===== src/rtl/pwm_audio_pkg.sv =====
// Constants and state type shared by the PWM audio input and output blocks.
package pwm_audio_pkg;

  localparam int DEFAULT_WIDTH  = 8;
  localparam int DEFAULT_PERIOD = 255;

  typedef enum logic {
    ST_ALIGN = 1'b0,
    ST_RUN   = 1'b1
  } pwm_state_e;

endpackage


===== src/rtl/pwm_duty_counter.sv =====
// One PWM channel: synchronizer, optional 3-tap majority filter (PWM_IN_GLITCH_FILTER_EN),
// rising-edge detector and per-frame high-cycle accumulator.
module pwm_duty_counter
  import pwm_audio_pkg::*;
#(
  parameter int WIDTH       = DEFAULT_WIDTH,
  parameter int PERIOD      = DEFAULT_PERIOD,
  parameter int SYNC_STAGES = 2
) (
  input  logic             clk,
  input  logic             aclr,
  input  logic             din,
  input  logic             count_en,
  input  logic             frame_end,
  output logic             rise,
  output logic [WIDTH-1:0] sample
);

  localparam int ACC_W = $clog2(PERIOD + 1);
  localparam logic [31:0] SAT_MAX = 32'((64'd1 << WIDTH) - 64'd1);

  logic [SYNC_STAGES-1:0] sync_q, sync_d, svld_q, svld_d;
  logic                   level, level_vld;
  logic                   prev_q, prev_d, pvld_q, pvld_d;
  logic [ACC_W-1:0]       acc_q, acc_d;
  logic [WIDTH-1:0]       sample_q, sample_d;
  logic [31:0]            sum;

  // A valid bit travels beside each data bit so the zeros loaded at reset
  // never look like a low-to-high transition on a line that is already high.
  assign sync_d = {sync_q[SYNC_STAGES-2:0], din};
  assign svld_d = {svld_q[SYNC_STAGES-2:0], 1'b1};

`ifdef PWM_IN_GLITCH_FILTER_EN
  logic [1:0] hist_q, hist_d;
  logic       filt_q, filt_d;
  logic [2:0] fvld_q, fvld_d;
  logic       synced;

  assign synced    = sync_q[SYNC_STAGES-1];
  assign hist_d    = {hist_q[0], synced};
  assign filt_d    = (synced & hist_q[0]) | (synced & hist_q[1]) | (hist_q[0] & hist_q[1]);
  assign fvld_d    = {fvld_q[1:0], svld_q[SYNC_STAGES-1]};
  assign level     = filt_q;
  assign level_vld = fvld_q[2];

  always_ff @(posedge clk) begin
    if (aclr) begin
      hist_q <= '0;
      filt_q <= 1'b0;
      fvld_q <= '0;
    end else begin
      hist_q <= hist_d;
      filt_q <= filt_d;
      fvld_q <= fvld_d;
    end
  end
`else
  assign level     = sync_q[SYNC_STAGES-1];
  assign level_vld = svld_q[SYNC_STAGES-1];
`endif

  assign prev_d = level;
  assign pvld_d = level_vld;
  assign rise   = level & ~prev_q & pvld_q;
  assign sum    = 32'(acc_q) + 32'(level);
  assign sample = sample_q;

  always_comb begin
    acc_d    = acc_q;
    sample_d = sample_q;
    if (!count_en) begin
      acc_d = '0;
    end else if (frame_end) begin
      acc_d    = '0;
      sample_d = (sum > SAT_MAX) ? WIDTH'(SAT_MAX) : WIDTH'(sum);
    end else begin
      acc_d = acc_q + ACC_W'(level);
    end
  end

  always_ff @(posedge clk) begin
    if (aclr) begin
      sync_q   <= '0;
      svld_q   <= '0;
      prev_q   <= 1'b0;
      pvld_q   <= 1'b0;
      acc_q    <= '0;
      sample_q <= '0;
    end else begin
      sync_q   <= sync_d;
      svld_q   <= svld_d;
      prev_q   <= prev_d;
      pvld_q   <= pvld_d;
      acc_q    <= acc_d;
      sample_q <= sample_d;
    end
  end

endmodule


===== src/rtl/pwm_audio_stereo_in.sv =====
// Stereo PWM audio decoder: aligns a shared frame counter to the incoming streams and
// emits both duty counts once per frame. Optional glitch filter: PWM_IN_GLITCH_FILTER_EN.
module pwm_audio_stereo_in
  import pwm_audio_pkg::*;
#(
  parameter int WIDTH         = DEFAULT_WIDTH,
  parameter int PERIOD        = DEFAULT_PERIOD,
  parameter int SYNC_STAGES   = 2,
  parameter int ALIGN_TIMEOUT = 2 * PERIOD
) (
  input  logic             clk,
  input  logic             aclr,
  input  logic             left,
  input  logic             right,
  output logic [WIDTH-1:0] left_sample,
  output logic [WIDTH-1:0] right_sample,
  output logic             sample_valid,
  output logic             locked,
  output logic             run_dbg
);

  localparam int CNT_W = $clog2(PERIOD);
  localparam int TMO_W = $clog2(ALIGN_TIMEOUT + 1);

  pwm_state_e       state_q, state_d;
  logic [CNT_W-1:0] cnt_q, cnt_d;
  logic [TMO_W-1:0] tmo_q, tmo_d;
  logic             locked_q, locked_d, valid_q, valid_d;
  logic             l_rise, r_rise, rise_any, go, count_en, frame_end;

  pwm_duty_counter #(.WIDTH(WIDTH), .PERIOD(PERIOD), .SYNC_STAGES(SYNC_STAGES)) u_left (
    .clk(clk), .aclr(aclr), .din(left), .count_en(count_en), .frame_end(frame_end),
    .rise(l_rise), .sample(left_sample)
  );

  pwm_duty_counter #(.WIDTH(WIDTH), .PERIOD(PERIOD), .SYNC_STAGES(SYNC_STAGES)) u_right (
    .clk(clk), .aclr(aclr), .din(right), .count_en(count_en), .frame_end(frame_end),
    .rise(r_rise), .sample(right_sample)
  );

  // The cycle that leaves ALIGN is frame cycle 0 and is already counted.
  assign rise_any  = l_rise | r_rise;
  assign go        = (state_q == ST_ALIGN) && (rise_any || (tmo_q == TMO_W'(ALIGN_TIMEOUT - 1)));
  assign count_en  = (state_q == ST_RUN) || go;
  assign frame_end = count_en && (cnt_q == CNT_W'(PERIOD - 1));

  // sample_valid is a one-cycle strobe with no back-pressure; both samples
  // change only on that cycle and hold their value until the next strobe.
  assign sample_valid = valid_q;
  assign locked       = locked_q;
  assign run_dbg      = (state_q == ST_RUN);

  always_comb begin
    state_d  = state_q;
    cnt_d    = cnt_q;
    tmo_d    = tmo_q;
    locked_d = locked_q;
    valid_d  = frame_end;
    case (state_q)
      ST_ALIGN: begin
        tmo_d    = tmo_q + TMO_W'(1);
        cnt_d    = '0;
        locked_d = 1'b0;
        if (go) begin
          state_d  = ST_RUN;
          cnt_d    = CNT_W'(1);
          tmo_d    = '0;
          locked_d = rise_any;
        end
      end
      default: begin
        cnt_d = frame_end ? '0 : cnt_q + CNT_W'(1);
        if (rise_any) locked_d = (cnt_q == '0);
      end
    endcase
  end

  always_ff @(posedge clk) begin
    if (aclr) begin
      state_q  <= ST_ALIGN;
      cnt_q    <= '0;
      tmo_q    <= '0;
      locked_q <= 1'b0;
      valid_q  <= 1'b0;
    end else begin
      state_q  <= state_d;
      cnt_q    <= cnt_d;
      tmo_q    <= tmo_d;
      locked_q <= locked_d;
      valid_q  <= valid_d;
    end
  end

endmodule


===== config.mk =====
export PLATFORM = sky130hd
export DESIGN_NAME = pwm_audio_stereo_in
export DESIGN_NICKNAME = d
export VERILOG_FILES = /design/src/rtl/pwm_audio_pkg.sv /design/src/rtl/pwm_duty_counter.sv /design/src/rtl/pwm_audio_stereo_in.sv
export SDC_FILE = /design/constraint.sdc
export NUM_CORES = 1
export LEC_CHECK = 0
export CAP_MARGIN = 20
export CORE_ASPECT_RATIO = 0.8
export CORE_MARGIN = 8
export CORE_UTILIZATION = 57
export DETAILED_ROUTE_END_ITERATION = 16
export PLACE_DENSITY = 0.79
export SLEW_MARGIN = 10
export SYNTH_ARGS = -nofsm -noshare
export SYNTH_HDL_FRONTEND = slang
export SYNTH_SLANG_ARGS = --single-unit

===== constraint.sdc =====
create_clock -name clk -period 2.45 [get_ports clk]
set_input_delay 0.6125 -clock clk [delete_from_list [all_inputs] [get_ports clk]]
set_output_delay 0.6125 -clock clk [all_outputs]
set_load 0.02 [all_outputs]

==> results.sh <==
export IMPL_worstSetupEndpointType="flip-flop"
export IMPL_fin_nets=319
export IMPL_timing_fmax_mhz=506.4
export IMPL_initial_core_util_pct=59.09
export IMPL_ir_worst_vdd_mv=0.4698
export IMPL_ys_seq_elements=61
export IMPL_synthFlopType="dfxtp_1"
export IMPL_outcome="completed"
export IMPL_cts_root_buf="clkbuf_8"
export IMPL_post_route_period_util_pct=80.61
export IMPL_utilization_pct=69.81
export IMPL_setup_viol=0
export IMPL_final_max_slew_viol_count=0
export IMPL_fin_area_sq_um=3209
export IMPL_yosysWarningCount=0
export IMPL_synth_fa_ha_area_share_pct=4.146
export IMPL_yosys_area_top_type="dfxtp_1"
export IMPL_synth_compound_area_share_pct=10.41
export IMPL_dp_hpwl_um=3667
export IMPL_tritoncts="built"
export IMPL_power_leakage_nw=1.197
export IMPL_crit_top_cell="ha_1"
export IMPL_postCtsSetupRepairBufs=0
export IMPL_syn_avg_cell_area_sq_um=9.736
export IMPL_path_buf_inv=0
export IMPL_synth_top_area_share_pct=44.96
export IMPL_fin_crit_ps=1975
export IMPL_place_gp_congestion=0.8383
export IMPL_area_growth_syn_to_layout_pct=18.15
export IMPL_die_w_um=93.18
export IMPL_grt_ovfl_total=0
export IMPL_port_buffer_count=22
export IMPL_grt_pass1_wl_um=9108
export IMPL_synth_top_family_by_area="simple AND/OR/NAND/NOR gates"
export IMPL_rows=22
export IMPL_cp_required_ps=2670
export IMPL_first_pass_iters=4
export IMPL_synth_edf_count=0
export IMPL_synthXorXnorAreaFrac_pct=7.738
export IMPL_drv_cap=0
export IMPL_cts_hold_buffers=0
export IMPL_hp_class="flip-flop to flip-flop"
export IMPL_post_dp_cell_area_sq_um=2995
export IMPL_insertion_delay_ps=340
export IMPL_ant_nets=0
export IMPL_cp_slowest_cell="or4b_2"
export IMPL_antenna_found_initial=0
export IMPL_synth_mux_area_share_pct=5.435
export IMPL_wire_per_inst_um=14.09
export IMPL_setup_tns_ps=0
export IMPL_rsz0062_at_grt="false"
export IMPL_ys_types=49
export IMPL_htree_levels=3
export IMPL_drt_wl_total_um=5229
export IMPL_cts_buffer_depth=2
export IMPL_grt_max_degree=27
export IMPL_insertedDiodeCount=0
export IMPL_timing_final_hold_violations=0
export IMPL_post_cts_resized=0
export IMPL_async_reset_ff_share_pct=0
export IMPL_grt_total_usage_pct=15.73
export IMPL_ys_top_cells_by_area="dfxtp_1 45%, xor2_1 4.8%, nor3_1 4.4%, ha_1 4.1%, mux2i_1 4.1%"
export IMPL_syn_inst=279
export IMPL_drc=0
export IMPL_cp_max_fo=5
export IMPL_drtIter0Drc=126
export IMPL_post_place_ws_ps=513.9
export IMPL_power_total_mw=2.029
export IMPL_core_area_sq_um=4597
export IMPL_viasPerCell=5.617
export IMPL_slowest_delay_ps=650
export IMPL_power_density_nw_per_um2=632.1
export IMPL_fillCellCount=357
export IMPL_worst_slack_ps=475.1
export IMPL_die_h_um=77.75
export IMPL_cpLargestDelayFamily="simple AND/OR/NAND/NOR gates"
export IMPL_worstPathArrival_ps=2190
export IMPL_yosys_area_share_simple_pct=24.64
export IMPL_maxSlewHeadroom_pct=47.52
export IMPL_skew_ps=7.591
export IMPL_worstMarginPinSlew_ps=787.3
export IMPL_synth_seq_area_share_pct=44.96
export IMPL_worstPathCellList="ha_1, ha_1, nand2_1, or4b_2, o211ai_1, mux2i_1"
export IMPL_critPathLaunchType="flip-flop"
export IMPL_grt_pass1_vias=1914
export IMPL_final_layout_size_suffix_gt1_share_pct=10.61
export IMPL_synth_fp_nets=292
export IMPL_clkTransAtPathRegs_ps=70
export IMPL_cts_sinks=61
export IMPL_vias=2084
export IMPL_numCtsBuffers=9
export IMPL_crit_type="flip-flop to flip-flop"
export IMPL_ios=23
export IMPL_syn_cell_area_sq_um=2716
export IMPL_die_area_sq_um=7244
layout by cell type, fill, tap and decap left out, types with 3 or more instances in the layout:
cell,synthesis,routed
mux2i_1,11,11
ha_1,9,9
clkbuf_8,0,9
inv_1,6,6
o211ai_1,3,3
dfxtp_1,61,61
nor3b_1,7,7
nand3_1,15,15
nor2_1,14,14
nor3_1,24,24
xnor2_1,9,9
o21a_1,4,4
o21bai_1,4,4
buf_4,0,4
nor2b_1,14,14
nand2_1,22,22
clkinv_2,0,3
clkdlybuf4s50_1,0,22
nand4_1,6,6
xor2_1,15,15
a21oi_1,4,4
o21ai_0,6,6
flip-flops by register name (all words and copies together), names as in the netlist, 2 cells and up:
name,cells
u_left.svld_q,2
u_right.sample,8
u_left.sync_q,2
tmo_q,9
u_left.sample,8
cnt_q,8
u_right.sync_q,2
u_right.acc_q,8
u_left.acc_q,8
where the power goes:
| group | switching, mW | internal [mW] |
|---|---|---|
| registers | 0.00951 | 1.00 |
| logic | 0.0323 | 0.0238 |
| clock network | 0.393 | 0.566 |
| total | 0.435 | 1.59 |
stage by stage:
stage	hold WS [ps]	instances
detailed placement	429.7	355
floorplan	413.8	279
global route	454.1	371
global placement	418.4	355
CTS	446.8	371
finish	440.3	371
path summary, 6_finish.rpt:
kind	start	cells past startpoint	slack [ps]	endpoint
worst min register to register	u_right.sync_q[0]$_SDFF_PP0_	1	440	u_right.sync_q[1]$_SDFF_PP0_
worst min-delay path	u_right.sync_q[0]$_SDFF_PP0_	1	440	u_right.sync_q[1]$_SDFF_PP0_
worst max-delay path	u_left.sync_q[1]$_SDFF_PP0_	6	480	u_left.sample[6]$_SDFFE_PP0P_
worst max register to register	u_left.sync_q[1]$_SDFF_PP0_	6	480	u_left.sample[6]$_SDFFE_PP0P_
cell usage after synthesis, types with 7 or more instances:
cell type and count:
clkbuf_1 7, dfxtp_1 61, ha_1 9, mux2i_1 11, nand2_1 22, nand3_1 15
nor2_1 14, nor2b_1 14, nor3_1 24, nor3b_1 7, xnor2_1 9, xor2_1 15
logic make-up (layout without fill, tap and decap cells):
kind of cell / Yosys count / after routing
adders and majority gates: 9 / 9
and+or+nand+nor: 118 / 118
xor gates and xnor gates: 24 / 24
muxes: 14 / 14
AOI/OAI and AO/OA: 36 / 36
buffers and inverters: 17 / 49
DFF: 61 / 61
cell type report:
type | instances | area (sq um) | share of cell area (%)
multi-input combinational | 201 | 1423 | 44.33
sequential | 61 | 1221 | 38.05
timing repair buffer | 26 | 250.2 | 7.797
clock buffer | 9 | 123.9 | 3.860
clock inverter | 7 | 90.09 | 2.807
tap | 60 | 75.07 | 2.339
inverter | 7 | 26.28 | 0.8187
routing by layer:
metal	vias to the layer above	track usage, %	routed length (um)
met3	12	5.962	256
met4	0	7.063	109
met5	-	0	0
li1	1055	-	-
met1	981	20.42	2642
met2	36	22.52	2219
Power figures use the tool's default switching activity.
